## config.mk

```make
export PLATFORM = sky130hd
export DESIGN_NAME = instruction_fetch
export DESIGN_NICKNAME = d
export VERILOG_FILES = /design/src/rtl/riscv_pkg.sv /design/src/rtl/fetch_buffer.sv /design/src/rtl/instruction_fetch.sv
export SDC_FILE = /design/constraint.sdc
export NUM_CORES = 1
export LEC_CHECK = 0
export ABC_AREA = 1
export BUFFER_PORTS_ARGS = -buffer_cell sky130_fd_sc_hd__clkbuf_2
export CORE_MARGIN = 2
export CORE_UTILIZATION = 49
export CTS_BUF_LIST = sky130_fd_sc_hd__clkbuf_16
export DETAILED_ROUTE_END_ITERATION = 8
export PLACE_DENSITY = 0.72
export SYNTH_ARGS = -nofsm -noshare
export SYNTH_HDL_FRONTEND = slang
export SYNTH_HIERARCHICAL = 1
export SYNTH_SLANG_ARGS = --single-unit
```

## constraint.sdc

```tcl
create_clock -name clk -period 2.75 [get_ports clk]
set_input_delay 0.4125 -clock clk [delete_from_list [all_inputs] [get_ports clk]]
set_output_delay 0.4125 -clock clk [all_outputs]
set_load 0.01 [all_outputs]
```

## src/rtl/riscv_pkg.sv

```systemverilog
// Shared RISC-V front-end definitions: datapath widths, fetch buffer entry type and
// PC helpers used by the fetch stage and its buffer.
package riscv_pkg;

   localparam int DATA_WIDTH  = 32;
   localparam int INSTR_WIDTH = 32;

   localparam logic [DATA_WIDTH-1:0]  PC_INCR   = DATA_WIDTH'(4);
   localparam logic [INSTR_WIDTH-1:0] NOP_INSTR = 32'h0000_0013;

   typedef struct packed {
      logic [DATA_WIDTH-1:0]  pc;
      logic [INSTR_WIDTH-1:0] instr;
   } fetch_entry_t;

   // Instructions are word aligned, so a redirect target drops its two low bits.
   function automatic logic [DATA_WIDTH-1:0] align_pc(input logic [DATA_WIDTH-1:0] pc);
      return pc & ~DATA_WIDTH'(3);
   endfunction

endpackage

```

## src/rtl/fetch_buffer.sv

```systemverilog
// Small synchronous in-order FIFO holding fetched {pc, instr} entries. The head entry is
// read straight out of the storage register so no input reaches o_head combinationally.
module fetch_buffer #(
   parameter int  DEPTH = 2,
   parameter type T     = logic [31:0]
) (
   input  logic                     clk,
   input  logic                     rst_n,
   input  logic                     i_push,
   input  logic                     i_pop,
   input  logic                     i_flush,
   input  T                         i_data,
   output T                         o_head,
   output logic                     o_full,
   output logic                     o_empty,
   output logic [$clog2(DEPTH):0]   o_count
);

   localparam int                PTR_W   = $clog2(DEPTH);
   localparam logic [PTR_W-1:0]  PTR_ONE = PTR_W'(1);
   localparam logic [PTR_W:0]    CNT_ONE = (PTR_W + 1)'(1);
   localparam logic [PTR_W:0]    CNT_MAX = (PTR_W + 1)'(DEPTH);

   T                 r_mem [DEPTH];
   logic [PTR_W-1:0] r_wr_ptr;
   logic [PTR_W-1:0] r_rd_ptr;
   logic [PTR_W:0]   r_count;

   logic w_do_pop;
   logic w_do_push;

   assign o_full    = (r_count == CNT_MAX);
   assign o_empty   = (r_count == '0);
   assign o_count   = r_count;
   assign o_head    = r_mem[r_rd_ptr];

   // A push while full is only legal when the head leaves in the same cycle.
   assign w_do_pop  = i_pop & ~o_empty;
   assign w_do_push = i_push & (~o_full | w_do_pop);

   always_ff @(posedge clk or negedge rst_n) begin
      if (!rst_n) begin
         // NOTE: the storage is reset (not left as raw RAM) so the head reads zero out of
         // reset; at this depth it is a handful of flops, so the reset costs nothing.
         for (int i = 0; i < DEPTH; i++) begin
            r_mem[i] <= '0;
         end
         r_wr_ptr <= '0;
         r_rd_ptr <= '0;
         r_count  <= '0;
      end else if (i_flush) begin
         r_wr_ptr <= '0;
         r_rd_ptr <= '0;
         r_count  <= '0;
      end else begin
         if (w_do_push) begin
            r_mem[r_wr_ptr] <= i_data;
            r_wr_ptr        <= r_wr_ptr + PTR_ONE;
         end
         if (w_do_pop) begin
            r_rd_ptr <= r_rd_ptr + PTR_ONE;
         end
         if (w_do_push && !w_do_pop) begin
            r_count <= r_count + CNT_ONE;
         end else if (!w_do_push && w_do_pop) begin
            r_count <= r_count - CNT_ONE;
         end
      end
   end

endmodule

```

## src/rtl/instruction_fetch.sv

```systemverilog
// IF stage: owns the PC, reads the combinational instruction memory and queues
// {pc, instr} pairs for decode; decode redirects flush the queue and restart fetch.
module instruction_fetch
   import riscv_pkg::*;
#(
   parameter logic [DATA_WIDTH-1:0] RESET_PC   = 32'h0000_0000,
   parameter int                    FIFO_DEPTH = 2
) (
   input  logic                   clk,
   input  logic                   rst_n,
   output logic [DATA_WIDTH-1:0]  o_imem_addr,
   input  logic [INSTR_WIDTH-1:0] i_imem_instr,
   input  logic                   i_redirect_valid,
   input  logic [DATA_WIDTH-1:0]  i_redirect_pc,
   output logic                   o_if_valid,
   output logic [DATA_WIDTH-1:0]  o_if_pc,
   output logic [DATA_WIDTH-1:0]  o_if_pc_plus4,
   output logic [INSTR_WIDTH-1:0] o_if_instr,
   input  logic                   i_id_ready
);

   localparam int CNT_W = $clog2(FIFO_DEPTH) + 1;

   logic [DATA_WIDTH-1:0] r_pc;

   fetch_entry_t          w_push_entry;
   fetch_entry_t          w_head;
   logic                  w_full;
   logic                  w_empty;
   logic [CNT_W-1:0]      w_count;
   logic                  w_pop;
   logic                  w_push;

   assign o_imem_addr  = r_pc;

   // Redirect wins over everything; otherwise fetch whenever a slot is or becomes free.
   assign w_pop        = o_if_valid & i_id_ready;
   assign w_push       = ~i_redirect_valid & (~w_full | w_pop);
   assign w_push_entry = '{pc: r_pc, instr: i_imem_instr};

   always_ff @(posedge clk or negedge rst_n) begin
      // NOTE: state registers use non-blocking assignments so every flop samples the
      // pre-edge values regardless of block ordering.
      if (!rst_n) begin
         r_pc <= RESET_PC;
      end else if (i_redirect_valid) begin
         r_pc <= align_pc(i_redirect_pc);
      end else if (w_push) begin
         r_pc <= r_pc + PC_INCR;
      end
   end

   fetch_buffer #(
      .DEPTH (FIFO_DEPTH),
      .T     (fetch_entry_t)
   ) u_fetch_buffer (
      .clk     (clk),
      .rst_n   (rst_n),
      .i_push  (w_push),
      .i_pop   (w_pop),
      .i_flush (i_redirect_valid),
      .i_data  (w_push_entry),
      .o_head  (w_head),
      .o_full  (w_full),
      .o_empty (w_empty),
      .o_count (w_count)
   );

   assign o_if_valid    = ~w_empty;
   assign o_if_pc       = w_head.pc;
   assign o_if_instr    = w_head.instr;
   // Zero while empty so the reset view of the head is all zeroes.
   assign o_if_pc_plus4 = o_if_valid ? (w_head.pc + PC_INCR) : '0;

   a_count_bounded : assert property (@(posedge clk) disable iff (!rst_n)
      w_count <= CNT_W'(FIFO_DEPTH));

endmodule

```

==> results of run 1 <==
## report_power, final
group / switching, mW / internal [mW] / total, mW
Combinational: 3.65 / 2.40 / 6.06
Clock: 1.08 / 1.20 / 2.28
Sequential: 0.718 / 3.41 / 4.13
## kinds of logic after synthesis
logic type / synth area share (%)
compound gates: 14.84
xor+xnor: 0.7239
fa+ha+maj: 0.2585
buf+inv: 10.47
flops: 41.88
other cells: 0.03874
simple gates: 31.79
## worst register-to-register path: cells and delay by family, from the launching register on
family | cells | cell delay, ps
AO/OA/AOI/OAI | 1 | 70
AND/OR/NAND/NOR | 6 | 1070
flip-flops | 1 | 470
buffers and inverters | 5 | 690
## routing by layer
| layer | global-route usage (%) | up-vias |
|---|---|---|
| met5 | 0 | - |
| met2 | 40.26 | 273 |
| met4 | 7.154 | 0 |
| li1 | - | 4548 |
| met1 | 35.85 | 4153 |
| met3 | 3.609 | 32 |
## how the worst max path moves through the flow
stage	startpoint	depth (start not counted)	end
after floorplan	u_fetch_buffer/r_rd_ptr$_DFFE_PN0P_	13	o_if_pc_plus4[30]
after global placement	u_fetch_buffer/r_rd_ptr$_DFFE_PN0P_	11	o_if_pc_plus4[22]
after detailed placement	u_fetch_buffer/r_rd_ptr$_DFFE_PN0P_	11	o_if_pc_plus4[22]
after CTS	u_fetch_buffer/r_rd_ptr$_DFFE_PN0P_	12	o_if_pc_plus4[16]
after global routing	u_fetch_buffer/r_rd_ptr$_DFFE_PN0P_	15	o_if_pc_plus4[24]
final	u_fetch_buffer/r_rd_ptr$_DFFE_PN0P_	13	o_if_pc_plus4[16]
## stage by stage
| step | hold slack [ps] | cells | utilization, % | TNS, ps |
|---|---|---|---|---|
| floorplan | 116.9 | 1326 | - | 0 |
| global placement | 463.6 | 1754 | 55.88 | 0 |
| detailed placement | 468.4 | 1754 | 55.88 | 0 |
| CTS | 9.398 | 1795 | 60.13 | -45.54 |
| global route | 23.10 | 1814 | 62.84 | -1350 |
| finish | -41.98 | 1814 | 62.84 | 0 |
## final cells by class
type                       count  area (um^2)
fill                        1824         7209
inverter                     154        593.1
sequential                   162         4055
timing repair buffer         247         1555
tap                          265        331.6
clock inverter                15        140.1
multi-input combinational    954         5089
clock buffer                  17        425.4
## synth_stat cells, types with 7 or more instances
cell,n,share of area (%)
o21ai_0,22,1.1
nand4_1,7,0.45
dfrtp_1,162,42
nand2_1,544,21
nor2_1,104,4.0
nand3_1,52,2.7
nor3_1,12,0.62
o21ai_2,120,11
a21oi_1,14,0.72
o21ai_1,23,1.2
inv_2,18,0.70
buf_6,27,3.1
inv_1,136,5.3
nor2_4,9,1.0
clkbuf_1,17,0.66
## registers in the layout, indices dropped and copies added (netlist names)
register and flops:
u_fetch_buffer/r_wr_ptr 1, o_imem_addr 30, u_fetch_buffer/r_mem 128, u_fetch_buffer/o_count 2, u_fetch_buffer/r_rd_ptr 1
## timing repair
| action | CTS | global route |
|---|---|---|
| buffers inserted | 8 | 17 |
| endpoints found under the setup margin | 21 | 22 |
| resized for setup | 52 | 117 |
| pin swaps | 11 | 55 |
| hold buffers | 0 | 0 |
| gates cloned | 1 | 2 |
==> impl_metrics.tcl, run 1 <==
set metrics [dict create \
    cts.clk_slew.worst_paths_ps 70 \
    syn_to_final_growth_pct 25.93 \
    yosysWarnings 6 \
    drtAntennaViolNets 0 \
    hold_path.class "in -> async" \
    synth-edff-count 0 \
    path_max_fanout 7 \
    core_um2 19400 \
    cp_cell_sequence "inv_8 > buf_12 > nand2_1 > nand2_4 > nand2_4 > inv_1 > nand2_1 > nor2_4 > nand2_2 > nor2_2 > o21ai_1 > a21oi_1 > clkbuf_2" \
    clkLatencyLatePin_ps 430 \
    port_buffers 192 \
    p_leak_nw 6.414 \
    drv_slew 0 \
    finalHoldViolCount 12 \
    syn_area_per_cell_um2 7.316 \
    fin_nets 1606 \
    vias 9006 \
    crit_type "reg -> out" \
    cp.required_ps 2340 \
    hold_ws_ps -41.98 \
    outcome "finished with violations" \
    postSynthCellCount 1323 \
    arrival_ps 2340 \
    diodes 0 \
    p_per_area_nw_per_um2 1023 \
    num_rows 51 \
    top_layer_used "met4" \
    synth-seq-area-share_pct 41.88 \
    grt_max_degree 79 \
    cts_inserted_buffers 17 \
    avgViaCountPerCell 4.965 \
    min_period_over_period_pct 99.92 \
    worstMarginPinSlew_ps 706.4 \
    die_h_um 144.5 \
    overflow 0 \
    met3_length_mm 1.521 \
    setup_viol 0 \
    wl_per_cell_um 14.51 \
    total_power_mw 12.47 \
    slew_headroom_pct 52.84 \
    synthArstFlopShare_pct 100.0 \
    htreeDepth 4 \
    ys_seq_elements 162 \
    final_common_cell "nand2_1" \
    placed_area_um2 10840 \
    fin_ws_ps 2.179 \
    layout-drive-gt1-share_pct 35.18 \
    globalplace.congestion 0.9364 \
    r2r_start "u_fetch_buffer/o_count[1]$_DFFE_PN0P_" \
    hpwl_mm 18.31 \
    wl_met1_mm 11.96 \
    grt_pass1_vias 8042 \
    grtUsageTotal_pct 25.18 \
    critPathMaxStageDelay_ps 480 \
    grt_pass1_wl_mm 40.96 \
    fin_worst_skew_ps 8.135 \
    grt_setup_unrepaired "yes" \
    failed_checks "negative hold slack" \
    drv_cap 0 \
    slowest_stage "dfrtp_2" \
    cp_top_family "simple AND/OR/NAND/NOR gates" \
    worstRegToRegCells 12 \
    start_util_pct 49.90 \
    netlist_area_um2 9679 \
    die_area_um2 20890 \
    drtPass1Iterations 5 \
    ir_worst_vdd_mv 0.5230 \
    cts_tree "built" \
    pre_cts_ws_ps 240.4 \
    root_buffer "clkbuf_16" \
    drt_iter0_drc 607 \
    chipWidth_um 144.5 \
    critPathBufInv 4 \
    wl_met2_mm 12.39 \
    drt-total-wl_mm 26.32 \
    final_area_um2 12190 \
    synthFlopType "dfrtp_1" \
    r2r_end "u_fetch_buffer/r_mem[52]$_DFFE_PN0P_" \
    layout_common_cells "nand2_1, clkbuf_2, dfrtp_1" \
    critPathLaunchType "register" \
    cts.sinks 162 \
    ios 197 \
    cts_buffer_depth 2 \
    ys_types 39 \
    antenna_found_initial 0 \
    fmax_mhz 363.9 \
    drc 0 \
    reg2reg_setup_slack_ps 330 \
    period_needed_ps 2748 \
    cp-end-kind "output pin" \
]
Note: power is estimated with default switching activity, not from simulation.
==> run 2, diff against run 1 <==
ABC_AREA = default   (was 1)
CORE_MARGIN = 1   (was 2)
PLACE_DENSITY = 0.73   (was 0.72)
==> impl_metrics.tcl, run 2 <==
set metrics [dict create \
    core_um2 17240 \
    yosysMostFrequentCell "dfrtp_1" \
    synthFlopType "dfrtp_1" \
    worstRegToRegCells 8 \
    root_buffer "clkbuf_16" \
    min_to "o_imem_addr[6]$_DFFE_PN0P_" \
    grt_pass1_wl_mm 34.65 \
    layout-drive-gt1-share_pct 53.36 \
    fin_ws_ps -539.0 \
    slowest_stage "or4_4" \
    met1_usage_pct 33.54 \
    largest_reg_flops 128 \
    met2_usage_pct 39.63 \
    synth_area_leaders "dfrtp_1, mux2_2, mux2_4" \
    regArea_um2 4055 \
    cp_top_family "simple AND/OR/NAND/NOR gates" \
    die_area_um2 18180 \
    busiest_layer "met2" \
    yosysWarnings 6 \
    drtAntennaViolNets 0 \
    cts_inserted_buffers 17 \
    critPathMaxStageDelay_ps 670 \
    cts_buffer_depth 2 \
    postSynthCellCount 725 \
    netlist_area_um2 8648 \
    synth_commonest_cells "dfrtp_1, mux2_2, mux2_4, nand2_1, nor2_1" \
    grtUsageMet3_pct 4.617 \
    netlist.area_leader.share_pct 46.87 \
    diodes 0 \
    fin_worst_skew_ps 9.658 \
    fmax_mhz 304.0 \
    ios 197 \
    overflow 0 \
    chipWidth_um 134.9 \
    drv_cap 0 \
    drv_slew 0 \
    drt-total-wl_mm 21.56 \
    finalHoldViolCount 0 \
    antenna_found_initial 0 \
    hpwl_mm 14.78 \
    synthArstFlopShare_pct 100.0 \
    critPathBufInv 2 \
    cp-end-kind "output pin" \
    pre_cts_ws_ps -201.7 \
    critPathLaunchType "register" \
    yosysTopAreaCell "dfrtp_1" \
    worstMarginPinSlew_ps 755.7 \
    ys_types 54 \
    r2r_start "u_fetch_buffer/o_count[1]$_DFFE_PN0P_" \
    reg2reg_setup_slack_ps 340 \
    drtPass1Iterations 5 \
    p_leak_nw 5.120 \
    drc 0 \
    vias 6778 \
    top_register "u_fetch_buffer/r_mem" \
    crit_type "reg -> out" \
    arrival_ps 2880 \
    cts.sinks 162 \
    syn_area_per_cell_um2 11.93 \
    clkLatencyLatePin_ps 420 \
    cts_tree "built" \
    outcome "finished with violations" \
    min_from "i_redirect_pc[6]" \
    drt_iter0_drc 330 \
    path_common_cell "mux2_4" \
    start_util_pct 50.17 \
    nFillCells 1336 \
    cp.required_ps 2340 \
    hold_path.class "in -> reg" \
    hold-path-cell-count 3 \
    num_rows 48 \
    die_h_um 134.9 \
    setup_viol 20 \
    port_buffers 192 \
    multi_input_area_um2 4578 \
    slew_headroom_pct 48.32 \
    globalplace.congestion 0.8302 \
    avgViaCountPerCell 5.616 \
    min_period_over_period_pct 119.6 \
    fin_nets 1040 \
    ir_worst_vdd_mv 0.4886 \
    grtUsageTotal_pct 24.63 \
    dp_cells 1168 \
    synth-edff-count 0 \
    r2r_end "u_fetch_buffer/r_mem[81]$_DFFE_PN0P_" \
    grt_setup_unrepaired "yes" \
    period_needed_ps 3289 \
    grt_max_degree 57 \
    cts.clk_slew.worst_paths_ps 70 \
    grt_pass1_vias 6653 \
    failed_checks "negative setup slack" \
    htreeDepth 4 \
    wl_per_cell_um 17.87 \
    syn_to_final_growth_pct 29.35 \
    ys_seq_elements 162 \
    layoutNonFillerInstCount 1207 \
    startpoint "u_fetch_buffer/r_rd_ptr$_DFFE_PN0P_" \
    synth-seq-area-share_pct 46.87 \
    layout_common_cells "clkbuf_2, dfrtp_1, mux2_2" \
    cp_cell_sequence "buf_12 > mux2_4 > ha_4 > nand4_1 > or4_4 > nor4_4 > mux2_4 > buf_6" \
    final_common_cell "clkbuf_2" \
    path_max_fanout 7 \
    p_per_area_nw_per_um2 778.5 \
]
-- run 2: cell types whose count changed after synthesis, sizes merged, moves of 29 or more --
cell   change
nand3     -29
nand2    -514
mux2     +198
o21ai    -147
nor2      -85
inv      -139
-- run 2: stage by stage --
| stage | hold WS, ps | area [um^2] | power (mW) | setup TNS [ps] | util [%] |
|---|---|---|---|---|---|
| 2_1_floorplan | 116.9 | 8723 | 5.200 | -11.14 | - |
| 3_3_place_gp | 426.7 | 10290 | 6.232 | -1770 | 59.69 |
| 3_5_place_dp | 425.2 | 10290 | 6.327 | -1964 | 59.69 |
| 4_1_cts | 182.4 | 11140 | 8.750 | -7737 | 64.66 |
| 5_1_grt | 185.7 | 11190 | 9.183 | -10020 | 64.90 |
| 6_report | 194.3 | 11190 | 8.710 | -7622 | 64.90 |
-- run 2: repair_timing --
action                     4_1_cts  5_1_grt
gates cloned                     1        0
setup buffers                    5        1
hold buffers                     1        0
setup endpoints to repair       19       23
pin swaps                       13        4
hold endpoints to repair        53        0
resized for setup               35       15
-- run 2: area by class of cell --
class,instances,share of cell area [%]
Multi-Input combinational cell,509,40.92
Sequential cell,162,36.25
Timing Repair Buffer,264,14.71
Clock buffer,17,3.803
Tap cell,225,2.516
Clock inverter,14,1.264
Inverter,16,0.5369
-- run 2: per-layer routing --
metal  part of all wire (%)  vias to the layer above
met1                     45                     3389
met5                      0                        -
li1                       -                     3173
met3                    4.6                       31
met4                    2.1                        0
met2                     49                      185
-- run 2: cell families (layout without fill, tap and decap cells) --
logic type,count (synthesis),after routing,synth area share (%)
AO/OA/AOI/OAI,91,91,7.248
XOR/XNOR,20,20,2.025
adder cells (fa/ha/maj),2,2,0.2893
buffers and inverters,59,311,3.371
flip-flops,162,162,46.88
multiplexers,200,200,28.14
other,1,6,0.04336
AND/OR/NAND/NOR,190,190,12.01
-- run 2: worst min-delay path, delay by kind of cell --
family                 cells  cell delay [ps]
AO/OA/AOI/OAI              1               60
buffers and inverters      1               70
AND/OR/NAND/NOR            1               40
-- run 2: report_power, final --
group / internal, mW / switching, mW / total (mW) / leakage (nW)
registers: 3.06 / 0.434 / 3.50 / 1.92
clock network: 1.33 / 0.971 / 2.30 / 0.272
logic: 1.62 / 1.30 / 2.91 / 2.93
total: 6.01 / 2.70 / 8.71 / 5.12
-- run 2: worst max path at each step --
stage	to	slack, ps	depth (start not counted)
floorplan	o_if_pc_plus4[24]	-4	8
global placement	o_if_pc_plus4[29]	-200	8
detailed placement	o_if_pc_plus4[30]	-200	7
CTS	o_if_pc_plus4[18]	-560	9
global route	o_if_pc_plus4[18]	-640	9
finish	o_if_pc_plus4[30]	-540	8
==> run 3, diff against run 2 <==
CORE_UTILIZATION = 55   (was 49)
PLACE_DENSITY = 0.81   (was 0.73)
==> impl_metrics.tcl, run 3 (synthesis results as in run 2) <==
set metrics [dict create \
    cp_top_family "simple AND/OR/NAND/NOR gates" \
    globalplace.congestion 0.8028 \
    final_area_um2 11230 \
    grt_pass1_vias 6869 \
    p_leak_nw 5.152 \
    die_h_um 127.4 \
    ir_worst_vdd_mv 0.6443 \
    hold_ws_ps -2.396 \
    critPathMaxStageDelay_ps 630 \
    core_um2 15260 \
    r2r_start "u_fetch_buffer/o_count[1]$_DFFE_PN0P_" \
    htreeDepth 4 \
    antenna_found_initial 0 \
    syn_to_final_growth_pct 29.86 \
    worstMarginPinSlew_ps 704.1 \
    outcome "finished with violations" \
    min_period_over_period_pct 120.9 \
    p_per_area_nw_per_um2 798.6 \
    arrival_ps 2910 \
    drtAntennaViolNets 0 \
    worstRegToRegCells 7 \
    largest_reg_flops 128 \
    p_sw_mw 2.754 \
    grt_pass1_wl_mm 36.09 \
    p_sw_share_pct 30.70 \
    p_int_mw 6.215 \
    cts_buffer_depth 2 \
    cts.sinks 162 \
    placed_area_um2 10200 \
    nFillCells 1033 \
    critPathLaunchType "register" \
    p_clk_share_pct 26.9 \
    failed_checks "negative hold slack, negative setup slack" \
    cts_tree "built" \
    top_register "u_fetch_buffer/r_mem" \
    critPathBufInv 3 \
    num_rows 45 \
    grt_max_degree 74 \
    cts.clk_slew.worst_paths_ps 60 \
    hold_path.class "in -> async" \
    diodes 0 \
    wl_per_cell_um 19.14 \
    drv_cap 0 \
    crit_type "reg -> out" \
    ios 197 \
    fin_ws_ps -574.6 \
    fmax_mhz 300.8 \
    fin_nets 1040 \
    vias 6954 \
    regArea_um2 4055 \
    final_util_pct 73.60 \
    startpoint "u_fetch_buffer/r_rd_ptr$_DFFE_PN0P_" \
    grt_setup_unrepaired "yes" \
    drt-total-wl_mm 22.83 \
    start_util_pct 56.68 \
    p_seq_share_pct 39.3 \
    cp_cell_sequence "buf_8 > mux2_4 > nand4_1 > or4_4 > buf_6 > o41ai_2 > buf_2" \
    ctsHoldBuffers 0 \
    layout-drive-gt1-share_pct 54.28 \
    root_buffer "clkbuf_16" \
    finalHoldViolCount 1 \
    p_comb_share_pct 33.8 \
    fin_worst_skew_ps 7.968 \
    slew_headroom_pct 53.06 \
    drv_slew 0 \
    clkLatencyLatePin_ps 420 \
    drt_iter0_drc 337 \
    port_buffers 192 \
    chipWidth_um 127.4 \
    cp-end-kind "output pin" \
    grtUsageTotal_pct 28.68 \
    layout_common_cells "clkbuf_2, dfrtp_1, mux2_2" \
    final_common_cell "clkbuf_2" \
    cts_inserted_buffers 17 \
    die_area_um2 16230 \
    path_max_fanout 7 \
    drc 0 \
    hpwl_mm 14.62 \
    overflow 0 \
    setup_viol 18 \
    cp.depth 7 \
    multi_input_area_um2 4658 \
    drtPass1Iterations 5 \
    period_needed_ps 3325 \
    avgViaCountPerCell 5.829 \
    cp.required_ps 2340 \
    slowest_stage "or4_4" \
]
[run 3: stage by stage]
step	instances	hold slack, ps	setup slack (ps)	total power [mW]	setup TNS [ps]
final	1193	-2.396	-574.6	8.969	-6747
after global routing	1193	45.59	-602.7	9.401	-8030
after CTS	1187	25.98	-516.1	8.862	-7032
after detailed placement	1149	468.9	-153.9	6.323	-896.9
after global placement	1149	471.4	-86.13	6.213	-436.4
after floorplan	730	116.9	-3.679	5.200	-11.14
[run 3: layout make-up]
cell class | instances | share of cell area, %
clock buffers | 17 | 3.788
clock inverters | 14 | 1.526
inverters | 16 | 0.5348
multi-input cells | 509 | 41.48
flip-flops and latches | 162 | 36.11
well taps | 211 | 2.351
repair buffers | 264 | 14.22
[run 3: path summary, 6_finish.rpt]
check / to / slack, ps
setup reg to reg: u_fetch_buffer/r_mem[115]$_DFFE_PN0P_ / 230
hold / removal: u_fetch_buffer/r_mem[39]$_DFFE_PN0P_ / -2
min in group clk: o_imem_addr[14]$_DFFE_PN0P_ / 200
setup / recovery: o_if_pc_plus4[26] / -570
hold reg to reg: u_fetch_buffer/r_mem[33]$_DFFE_PN0P_ / 500
max in group asynchronous: u_fetch_buffer/r_mem[56]$_DFFE_PN0P_ / 1960
[run 3: worst reg2reg max path, stage by stage (launching register included)]
cell,delay [ps]
dfrtp_1,460
nor2_4,130
nand2b_1,300
clkinv_1,140
nor3b_1,280
or4b_4,190
buf_4,530
mux2_4,380
[run 3: per-layer routing]
layer	share of wire (%)	up-vias	GRT usage, %
li1	-	3169	-
met1	42	3525	36.37
met2	51	227	48.09
met3	5.4	33	7.454
met4	1.9	0	9.104
met5	0	-	0
[run 3: repair_timing]
item / in CTS / in global routing
gates resized for setup: 34 / 40
setup buffers: 7 / 8
pin swaps: 9 / 11
endpoints found under the setup margin: 20 / 20
[run 3: power groups by stage]
| stage | Clock, mW | Sequential [mW] | Combinational, mW |
|---|---|---|---|
| 2_1_floorplan | 0 | 3.39 | 1.81 |
| 3_3_place_gp | 0 | 3.49 | 2.73 |
| 3_5_place_dp | 0 | 3.53 | 2.80 |
| 4_1_cts | 2.43 | 3.51 | 2.92 |
| 5_1_grt | 2.55 | 3.60 | 3.26 |
| 6_report | 2.41 | 3.53 | 3.03 |
